$ cat config.mk
export PLATFORM = sky130hd
export DESIGN_NAME = lock_sequencer
export DESIGN_NICKNAME = d
export VERILOG_FILES = /design/src/rtl/lock_sequencer.sv
export SDC_FILE = /design/constraint.sdc
export NUM_CORES = 1
export LEC_CHECK = 0
export ABC_AREA = 1
export CORE_UTILIZATION = 60
export DETAILED_ROUTE_END_ITERATION = 12
export HOLD_SLACK_MARGIN = 0.15
export PLACE_DENSITY = 0.83
export SETUP_SLACK_MARGIN = 0.5
export SYNTH_ARGS = -nofsm -noshare
export SYNTH_HDL_FRONTEND = slang
export SYNTH_SLANG_ARGS = --single-unit
$ cat constraint.sdc
create_clock -name i_clk -period 2.5 [get_ports i_clk]
set_clock_uncertainty 0.2 [all_clocks]
set_input_delay 0.5 -clock i_clk [delete_from_list [all_inputs] [get_ports i_clk]]
set_output_delay 0.5 -clock i_clk [all_outputs]
set_load 0.02 [all_outputs]
$ cat src/rtl/lock_sequencer.sv
// lock_sequencer
//   Sequencing controller for the combination-lock datapath. It counts digits
//   accepted via Validate and drives the shift/clear/commit strobes. It samples
//   the datapath compare result and tracks failed attempts, which lead to a timed
//   lockout with alarm. It also drives the display mode select.
//
//   Optional feature: define LOCK_AUTORELOCK_EN to relock automatically after
//   IDLE_CYCLES of inactivity in OPEN. CHANGE is exempt from this timeout.
//
// Ports
//   i_clk          system clock, rising edge
//   i_rst_n        asynchronous active-low reset
//   i_open_close   single-cycle pulse: relock / abort
//   i_validate     single-cycle pulse: accept current digit
//   i_change       single-cycle pulse: start code change (OPEN only)
//   i_match        datapath: entry register equals stored code
//   o_shift_a      strobe: shift digit into entry register
//   o_shift_b      strobe: shift digit into staging register
//   o_commit_b     strobe: copy staging into stored-code register
//   o_clear_entry  strobe: clear entry register
//   o_unlocked     level: lock open
//   o_alarm        level: high throughout LOCKOUT
//   o_selector     display mode: 0 LOCKED, 1 ENTRY, 2 OPEN, 3 CHANGE, 4 LOCKOUT
module lock_sequencer #(
  parameter int DIGITS         = 4,
  parameter int MAX_TRIES      = 3,
  parameter int LOCKOUT_CYCLES = 100000000,
  parameter int IDLE_CYCLES    = 500000000,
  parameter int TIMER_W        = 29
) (
  input  logic       i_clk,
  input  logic       i_rst_n,
  input  logic       i_open_close,
  input  logic       i_validate,
  input  logic       i_change,
  input  logic       i_match,
  output logic       o_shift_a,
  output logic       o_shift_b,
  output logic       o_commit_b,
  output logic       o_clear_entry,
  output logic       o_unlocked,
  output logic       o_alarm,
  output logic [2:0] o_selector
);

  localparam int CNT_W  = $clog2(DIGITS + 1);
  localparam int FAIL_W = $clog2(MAX_TRIES + 1);

  localparam logic [CNT_W-1:0]   LAST_DIGIT = CNT_W'(DIGITS - 1);
  localparam logic [CNT_W-1:0]   ALL_DIGITS = CNT_W'(DIGITS);
  localparam logic [FAIL_W-1:0]  LAST_FAIL  = FAIL_W'(MAX_TRIES - 1);
  localparam logic [FAIL_W-1:0]  ALL_FAILS  = FAIL_W'(MAX_TRIES);
  localparam logic [TIMER_W-1:0] LOCK_LOAD  = TIMER_W'(LOCKOUT_CYCLES - 1);
`ifdef LOCK_AUTORELOCK_EN
  localparam logic [TIMER_W-1:0] IDLE_LOAD  = TIMER_W'(IDLE_CYCLES - 1);
`endif

  localparam logic [2:0] SEL_LOCKED  = 3'd0;
  localparam logic [2:0] SEL_ENTRY   = 3'd1;
  localparam logic [2:0] SEL_OPEN    = 3'd2;
  localparam logic [2:0] SEL_CHANGE  = 3'd3;
  localparam logic [2:0] SEL_LOCKOUT = 3'd4;

  // Reject a timer too narrow for either load value at elaboration time.
  if (((64'(LOCKOUT_CYCLES) - 64'd1) >> TIMER_W) != 64'd0 ||
      ((64'(IDLE_CYCLES) - 64'd1) >> TIMER_W) != 64'd0) begin : g_bad_timer_w
    $error("lock_sequencer: TIMER_W too narrow for LOCKOUT_CYCLES/IDLE_CYCLES");
  end

  // SETTLE gives the final ShiftA one cycle to land in the entry register, so
  // CHECK sees a Match computed from the complete code.
  // COMMIT is the cycle after the final ShiftB, where CommitB fires.
  typedef enum logic [2:0] {
    S_LOCKED, S_ENTRY, S_SETTLE, S_CHECK, S_OPEN, S_CHANGE, S_COMMIT, S_LOCKOUT
  } state_t;

  state_t              r_state;
  logic [CNT_W-1:0]    r_cnt;
  logic [FAIL_W-1:0]   r_fail;
  logic [TIMER_W-1:0]  r_timer;

  // Input priority: Open_Close > Change > Validate. A lower-priority input that
  // arrives in the same cycle as a higher-priority one is dropped.
  logic w_oc, w_chg, w_val;
  assign w_oc  = i_open_close;
  assign w_chg = i_change & ~i_open_close;
  assign w_val = i_validate & ~i_open_close & ~i_change;

  always_ff @(posedge i_clk or negedge i_rst_n) begin
    if (!i_rst_n) begin
      r_state       <= S_LOCKED;
      r_cnt         <= '0;
      r_fail        <= '0;
      r_timer       <= '0;
      o_shift_a     <= 1'b0;
      o_shift_b     <= 1'b0;
      o_commit_b    <= 1'b0;
      o_clear_entry <= 1'b0;
      o_unlocked    <= 1'b0;
      o_alarm       <= 1'b0;
      o_selector    <= SEL_LOCKED;
    end else begin
      o_shift_a     <= 1'b0;
      o_shift_b     <= 1'b0;
      o_commit_b    <= 1'b0;
      o_clear_entry <= 1'b0;
      case (r_state)
        S_LOCKED, S_ENTRY: begin
          if (w_oc) begin
            o_clear_entry <= 1'b1;
            r_cnt         <= '0;
            r_state       <= S_LOCKED;
            o_selector    <= SEL_LOCKED;
          end else if (w_val) begin
            o_shift_a  <= 1'b1;
            o_selector <= SEL_ENTRY;
            if (r_cnt == LAST_DIGIT) begin
              r_cnt   <= ALL_DIGITS;
              r_state <= S_SETTLE;
            end else begin
              r_cnt   <= r_cnt + 1'b1;
              r_state <= S_ENTRY;
            end
          end
        end
        S_SETTLE: r_state <= S_CHECK;
        S_CHECK: begin
          o_clear_entry <= 1'b1;
          r_cnt         <= '0;
          if (i_match) begin
            r_fail     <= '0;
            r_state    <= S_OPEN;
            o_unlocked <= 1'b1;
            o_selector <= SEL_OPEN;
`ifdef LOCK_AUTORELOCK_EN
            r_timer    <= IDLE_LOAD;
`endif
          end else if (r_fail >= LAST_FAIL) begin
            r_fail     <= ALL_FAILS;
            r_state    <= S_LOCKOUT;
            r_timer    <= LOCK_LOAD;
            o_alarm    <= 1'b1;
            o_selector <= SEL_LOCKOUT;
          end else begin
            r_fail     <= r_fail + 1'b1;
            r_state    <= S_LOCKED;
            o_selector <= SEL_LOCKED;
          end
        end
        S_OPEN: begin
          if (w_oc) begin
            r_state    <= S_LOCKED;
            o_unlocked <= 1'b0;
            o_selector <= SEL_LOCKED;
          end else if (w_chg) begin
            r_cnt      <= '0;
            r_state    <= S_CHANGE;
            o_selector <= SEL_CHANGE;
          end
`ifdef LOCK_AUTORELOCK_EN
          // Validate does nothing in OPEN except restart the idle timeout.
          else if (w_val) begin
            r_timer <= IDLE_LOAD;
          end else if (r_timer == '0) begin
            r_state    <= S_LOCKED;
            o_unlocked <= 1'b0;
            o_selector <= SEL_LOCKED;
          end else begin
            r_timer <= r_timer - 1'b1;
          end
`endif
        end
        S_CHANGE: begin
          if (w_oc) begin
            r_cnt      <= '0;
            r_state    <= S_OPEN;
            o_selector <= SEL_OPEN;
`ifdef LOCK_AUTORELOCK_EN
            r_timer    <= IDLE_LOAD;
`endif
          end else if (w_chg) begin
            r_cnt <= '0;
          end else if (w_val) begin
            o_shift_b <= 1'b1;
            if (r_cnt == LAST_DIGIT) begin
              r_cnt   <= ALL_DIGITS;
              r_state <= S_COMMIT;
            end else begin
              r_cnt <= r_cnt + 1'b1;
            end
          end
        end
        S_COMMIT: begin
          o_commit_b <= 1'b1;
          r_cnt      <= '0;
          r_state    <= S_OPEN;
          o_selector <= SEL_OPEN;
`ifdef LOCK_AUTORELOCK_EN
          r_timer    <= IDLE_LOAD;
`endif
        end
        S_LOCKOUT: begin
          if (r_timer == '0) begin
            r_state    <= S_LOCKED;
            r_fail     <= '0;
            o_alarm    <= 1'b0;
            o_selector <= SEL_LOCKED;
          end else begin
            r_timer <= r_timer - 1'b1;
          end
        end
        default: begin
          r_state    <= S_LOCKED;
          o_unlocked <= 1'b0;
          o_alarm    <= 1'b0;
          o_selector <= SEL_LOCKED;
        end
      endcase
    end
  end

endmodule

==> reports/metrics.csv, run 1 <==
stage,metric,value,unit
sta,max-slew violation count,0,
logic_synthesis,Seq cells post-synth,46,
logic_synthesis,"Seq/Total Area, Yosys",38.7,%
setup_path,nature of the critical path endpoint,flop,
detailed_routing,first-pass detailed-route iteration total,5,
detailed_routing,via/cell ratio,5.53,
sta,RSZ-0062 raised after global routing,true,
hold_path,worst hold path class,reg2reg,
clock_network,cts bufs inserted,5,
layout,Final #Nets,477,
clock_network,CTS tree,done,
logic_synthesis,Mapped Nets,451,
run,maxcap violations,0,
die,Site Rows,25,
grt,largest net degree at the start of global routing,30,
placed_design,GP Congestion,0.893,
power,Peak VDD IR,0.442,mV
detailed_routing,total number of vias,2958,
setup_path,Worst EP arrival,2.07,ns
die,die footprint,0.00524,mm2
sta,Tcrit/Tclk final,81.0,%
detailed_routing,WL final,7480,um
layout,fillers,359,
clock_network,Clock transition at path regs,0.09,ns
placed_design,I/O Buffers,14,
grt,Total GRT Usage,28.1,%
status,status,finished clean,
die,Core Area,0.00475,mm2
setup_path,CP Launch Type,flop,
sta,Slew headroom,65.0,%
detailed_routing,DRT iter0 DRCs,223,
clock_network,clk buf depth,2,
clock_network,CTS HTree Levels,2,
placed_design,DP Area,0.00319,mm2
layout,"commonest non-fill, non-tap cell in the layout",nand2_1,
logic_synthesis,Mapped Area,0.00298,mm2
die,die extent in x,72.4,um
layout,most frequent cells in the layout,"nand2_1, nor2_1, inv_1",
power,P per Cell Area,822,mW/mm2
logic_synthesis,Avg Synthesized Cell Area,6.75,um2
layout,Non-Filler Instances,535,
logic_synthesis,Synth cell types,30,
sta,Fin. Hold Viols,0,
sta,Final setup viols,0,
grt,gr ovfl total,0,
power,total power,2.92,mW
logic_synthesis,cell count after synthesis,441,
power,Pleak,1.74,nW
detailed_routing,Remaining DRCs,0,
setup_path,kind of critical path,reg2reg,
grt,global-route wire length before repair,11400,um
detailed_routing,mean routed wirelength per cell,14.0,um
placed_design,total placed cells including tap cells,519,
layout,area delta synth->final,19.4,%
clock_network,Sink Count,46,
grt,initial antenna violation count,0,
placed_design,Post-Place Setup Slack,0.334,ns
grt,vias in the first global route,2577,
layout,Final Core Density,74.7,%
sta,Setup TNS,0,ns
layout,Finished Cell Area,0.00355,mm2
clock_network,clock latency on the worst-skew pair,0.31,ns
layout,layout cells sized above 1,16.5,%
layout,number of diodes,0,
sta,Slew @ Worst Pin,0.525,ns
sta,Hold WS,0.281,ns
die,die span in y,72.4,um
die,initial core utilization,62.6,%
sta,"Min Clock Period, post-route",2.03,ns
detailed_routing,Post-DRT Antenna Nets,0,
clock_network,cell chosen for the clock root,clkbuf_8,
sta,Max Fclk,494,MHz
setup_path,"Max FO, Critical Path",14,
die,num ports,15,
setup_path,CP required,2.55,ns
sta,Final WS setup,0.474,ns
logic_synthesis,warnings from Yosys,0,
placed_design,post-DP HPWL,5140,um
[critical path: stages, from the launching register on]
cell and delay [ns]:
dfrtp_1 0.41, inv_2 0.14, ha_4 0.15, inv_2 0.03, nor2_2 0.08, nand2_1 0.07
nor2_1 0.13, nand2_2 0.10, nor2_4 0.11, nor2_4 0.06, nor2_4 0.18, buf_8 0.17
nand2_1 0.06, nand2_1 0.09
[state kept, by name, indices dropped and copies added (netlist names)]
signal	count
o_commit_b	1
o_shift_a	1
r_cnt	3
o_unlocked	1
r_state	3
o_selector	3
o_clear_entry	1
o_alarm	1
r_timer	29
o_shift_b	1
r_fail	2
[Yosys cell counts (all sizes together)]
cell type | count | area, um2
ha | 4 | 50.1
nor2 | 71 | 319
o31ai | 1 | 7.51
nand3 | 40 | 200
inv | 51 | 191
clkbuf | 2 | 8.75
o21ai | 32 | 186
dfrtp | 46 | 1150
nand4 | 8 | 50.1
buf | 6 | 46.3
xor2 | 7 | 61.3
o211ai | 1 | 7.51
a21oi | 4 | 20.0
xnor2 | 1 | 8.76
nor3 | 6 | 30.0
nand3b | 3 | 22.5
nand2 | 155 | 594
o21bai | 1 | 7.51
or2 | 2 | 12.5
[final timing paths]
path,slack [ns],endpoint,start,depth (start not counted)
worst min register to register,0.28,o_unlocked,o_unlocked,2
worst min-delay path,0.28,o_unlocked,o_unlocked,2
min in group asynchronous,0.49,r_timer[11],i_rst_n,2
max in group asynchronous,1.08,r_timer[18],i_rst_n,3
worst max-delay path,0.47,r_timer[26],r_timer[0],13
worst max register to register,0.47,r_timer[26],r_timer[0],13
[metal layers]
layer,up-vias,part of all wire [%],global-route usage (%)
li1,1444,-,-
met1,1374,42,36.9
met2,110,48,46.6
met3,30,5.9,4.03
met4,0,3.1,11.3
met5,-,0,0
[kinds of logic after synthesis]
family	count (synthesis)	share of synthesized area [%]
adder cells (fa/ha/maj)	4	1.68
AND/OR/NAND/NOR	285	41.3
AO/OA/AOI/OAI	39	7.70
buffers and inverters	59	8.28
XOR/XNOR	8	2.36
flip-flops	46	38.7
[report_power, final]
part           switching [mW]  leakage, nW  internal (mW)
clock network           0.269       0.0579          0.295
registers               0.266        0.575          0.962
logic                   0.701         1.11          0.427
[repair_timing]
item / in CTS / in global routing
pin swaps: 1 / 8
gates resized for setup: 4 / 49
endpoints found under the setup margin: 22 / 37
gates cloned: 0 / 4
endpoints found under the hold margin: 21 / 0
hold buffers: 1 / 0
setup buffers: 1 / 2
[final cells by class]
cell class	instances	area, um2	share of cell area, %
clock inverter	3	40.0	1.13
sequential	46	1150	32.4
clock buffer	5	68.8	1.94
tap	67	83.8	2.36
timing repair buffer	27	324	9.12
multi-input combinational	336	1690	47.7
inverter	51	191	5.39
(Power assumes the default switching activity.)
==> inputs of run 2 (changes only) <==
Clock period 2.5 ns to 2 ns, I/O delays scaled along.
==> reports/metrics.csv, run 2 (synthesis gave the netlist of run 1 again) <==
stage,metric,value,unit
layout,"Most flops, register",r_timer,
power,sw frac,45.3,%
placed_design,total placed cells including tap cells,528,
clock_network,clock latency on the worst-skew pair,0.31,ns
clock_network,CTS HTree Levels,2,
setup_path,Worst EP arrival,2.06,ns
placed_design,post-DP HPWL,5110,um
power,Net Switching,1.85,mW
sta,Max Fclk,486,MHz
grt,Total GRT Usage,31.4,%
sta,Hold WS,0.285,ns
setup_path,Slowest cell on crit path,dfrtp_1,
grt,largest net degree at the start of global routing,29,
sta,Final setup viols,29,
status,status,finished with violations,
run,maxcap violations,0,
layout,area delta synth->final,34.5,%
sta,Fin. Hold Viols,0,
sta,max-slew violation count,0,
status,failing checks,setup timing,
setup_path,R2R Setup Slk,-0.06,ns
layout,most frequent cells in the layout,"nand2_1, nor2_1, inv_1, dfrtp_1, nand3_1",
die,die footprint,0.00524,mm2
power,total power,4.08,mW
setup_path,Buf/Inv on CP,1,
sta,Slew headroom,68.4,%
setup_path,CP Cell Sequence,nor2_1 -> nand2_1 -> nor2_1 -> nand2_2 -> o21ai_4 -> nand2_4 -> clkbuf_16 -> o21ai_2 -> nand2_1,
detailed_routing,WL final,9550,um
layout,Final #Nets,507,
detailed_routing,Remaining DRCs,0,
layout,Final Core Density,84.2,%
setup_path,nature of the critical path endpoint,flop,
die,num ports,15,
grt,vias in the first global route,2826,
detailed_routing,total number of vias,3353,
layout,number of diodes,0,
detailed_routing,Post-DRT Antenna Nets,0,
setup_path,CP Launch Type,flop,
setup_path,Critical R2R Launch,r_timer[24],
hold_path,worst hold path class,reg2reg,
clock_network,CTS tree,done,
layout,layout cells sized above 1,33.2,%
power,Peak VDD IR,0.801,mV
clock_network,Sink Count,46,
detailed_routing,first-pass detailed-route iteration total,6,
power,Logic pwr share,47.5,%
power,Clock power frac,14.0,%
hold_path,end of the worst hold path,o_unlocked,
clock_network,cell chosen for the clock root,clkbuf_8,
setup_path,CP max stage delay,0.47,ns
clock_network,clk buf depth,2,
sta,Tcrit/Tclk final,103,%
setup_path,CP required,2.01,ns
setup_path,FF-to-FF path depth,9,
detailed_routing,DRT iter0 DRCs,405,
die,die extent in x,72.4,um
setup_path,kind of critical path,reg2reg,
clock_network,Clock transition at path regs,0.09,ns
power,sequential share of power,38.5,%
die,die span in y,72.4,um
layout,Non-Filler Instances,564,
placed_design,I/O Buffers,14,
hold_path,Hold Path Depth,2,
grt,initial antenna violation count,0,
setup_path,"Max FO, Critical Path",7,
setup_path,Critical R2R Capture,r_timer[14],
detailed_routing,via/cell ratio,5.95,
layout,Largest register FFs,29,
die,initial core utilization,62.6,%
sta,"Min Clock Period, post-route",2.06,ns
die,Core Area,0.00475,mm2
placed_design,Post-Place Setup Slack,-0.0179,ns
die,Site Rows,25,
detailed_routing,mean routed wirelength per cell,16.9,um
power,Pleak,1.88,nW
layout,"commonest non-fill, non-tap cell in the layout",nand2_1,
sta,RSZ-0062 raised after global routing,true,
sta,Slew @ Worst Pin,0.474,ns
power,P per Cell Area,1020,mW/mm2
hold_path,Worst Min Path Start,o_unlocked,
grt,global-route wire length before repair,12600,um
power,internal power,2.23,mW
grt,gr ovfl total,0,
setup_path,crit-path leading delay family,simple AND/OR/NAND/NOR gates,
placed_design,GP Congestion,0.939,
sta,Final WS setup,-0.0582,ns
clock_network,cts bufs inserted,5,
-- run 2: per-layer routing --
metal / track usage [%] / routed length (um)
met3: 5.00 / 707
met2: 54.8 / 4760
met4: 13.3 / 532
met1: 38.4 / 3550
met5: 0 / 0
-- run 2: worst reg2reg max path: stages (launching register included) --
cell and delay, ns:
dfrtp_1 0.47, nor2_1 0.15, nand2_1 0.15, nor2_1 0.18, nand2_2 0.12, o21ai_4 0.21
nand2_4 0.14, clkbuf_16 0.21, o21ai_2 0.07, nand2_1 0.06
-- run 2: worst max-delay path by stage --
stage / end / from / cells past startpoint / slack (ns)
detailed placement: o_selector[0] / i_open_close / 7 / -0.02
global placement: r_state[2] / i_change / 9 / 0.02
global route: r_timer[28] / r_timer[21] / 11 / -0.09
finish: r_timer[14] / r_timer[24] / 9 / -0.06
floorplan: r_timer[14] / r_timer[0] / 13 / 0.14
CTS: r_timer[5] / r_timer[1] / 12 / 0.08
-- run 2: final cells by class --
class                      count  area [um2]
multi-input combinational    336        1910
sequential                    46        1160
fill                         260         752
timing repair buffer          57         578
inverter                      51         196
tap                           67        83.8
clock buffer                   7        76.3
-- run 2: power groups by stage --
stage                     Combinational (mW)  Sequential [mW]  Clock, mW
after global routing                    2.11             1.60      0.607
after global placement                  1.26             1.51          0
final                                   1.94             1.57      0.571
after floorplan                        0.925             1.49          0
after CTS                               1.48             1.51      0.558
after detailed placement                1.31             1.51          0
-- run 2: stage by stage --
stage                     area [um2]  setup TNS [ns]
after global placement          3300               0
after CTS                       3620               0
final                           4000          -0.562
after detailed placement        3300         -0.0294
after global routing            4000           -1.73
after floorplan                 2980               0
-- run 2: timing repair --
item,CTS,global route
resized for setup,85,70
setup buffers,15,8
hold buffers,1,0
endpoints found under the setup margin,50,41
pin swaps,11,22
endpoints found under the hold margin,18,0
cloned,1,4
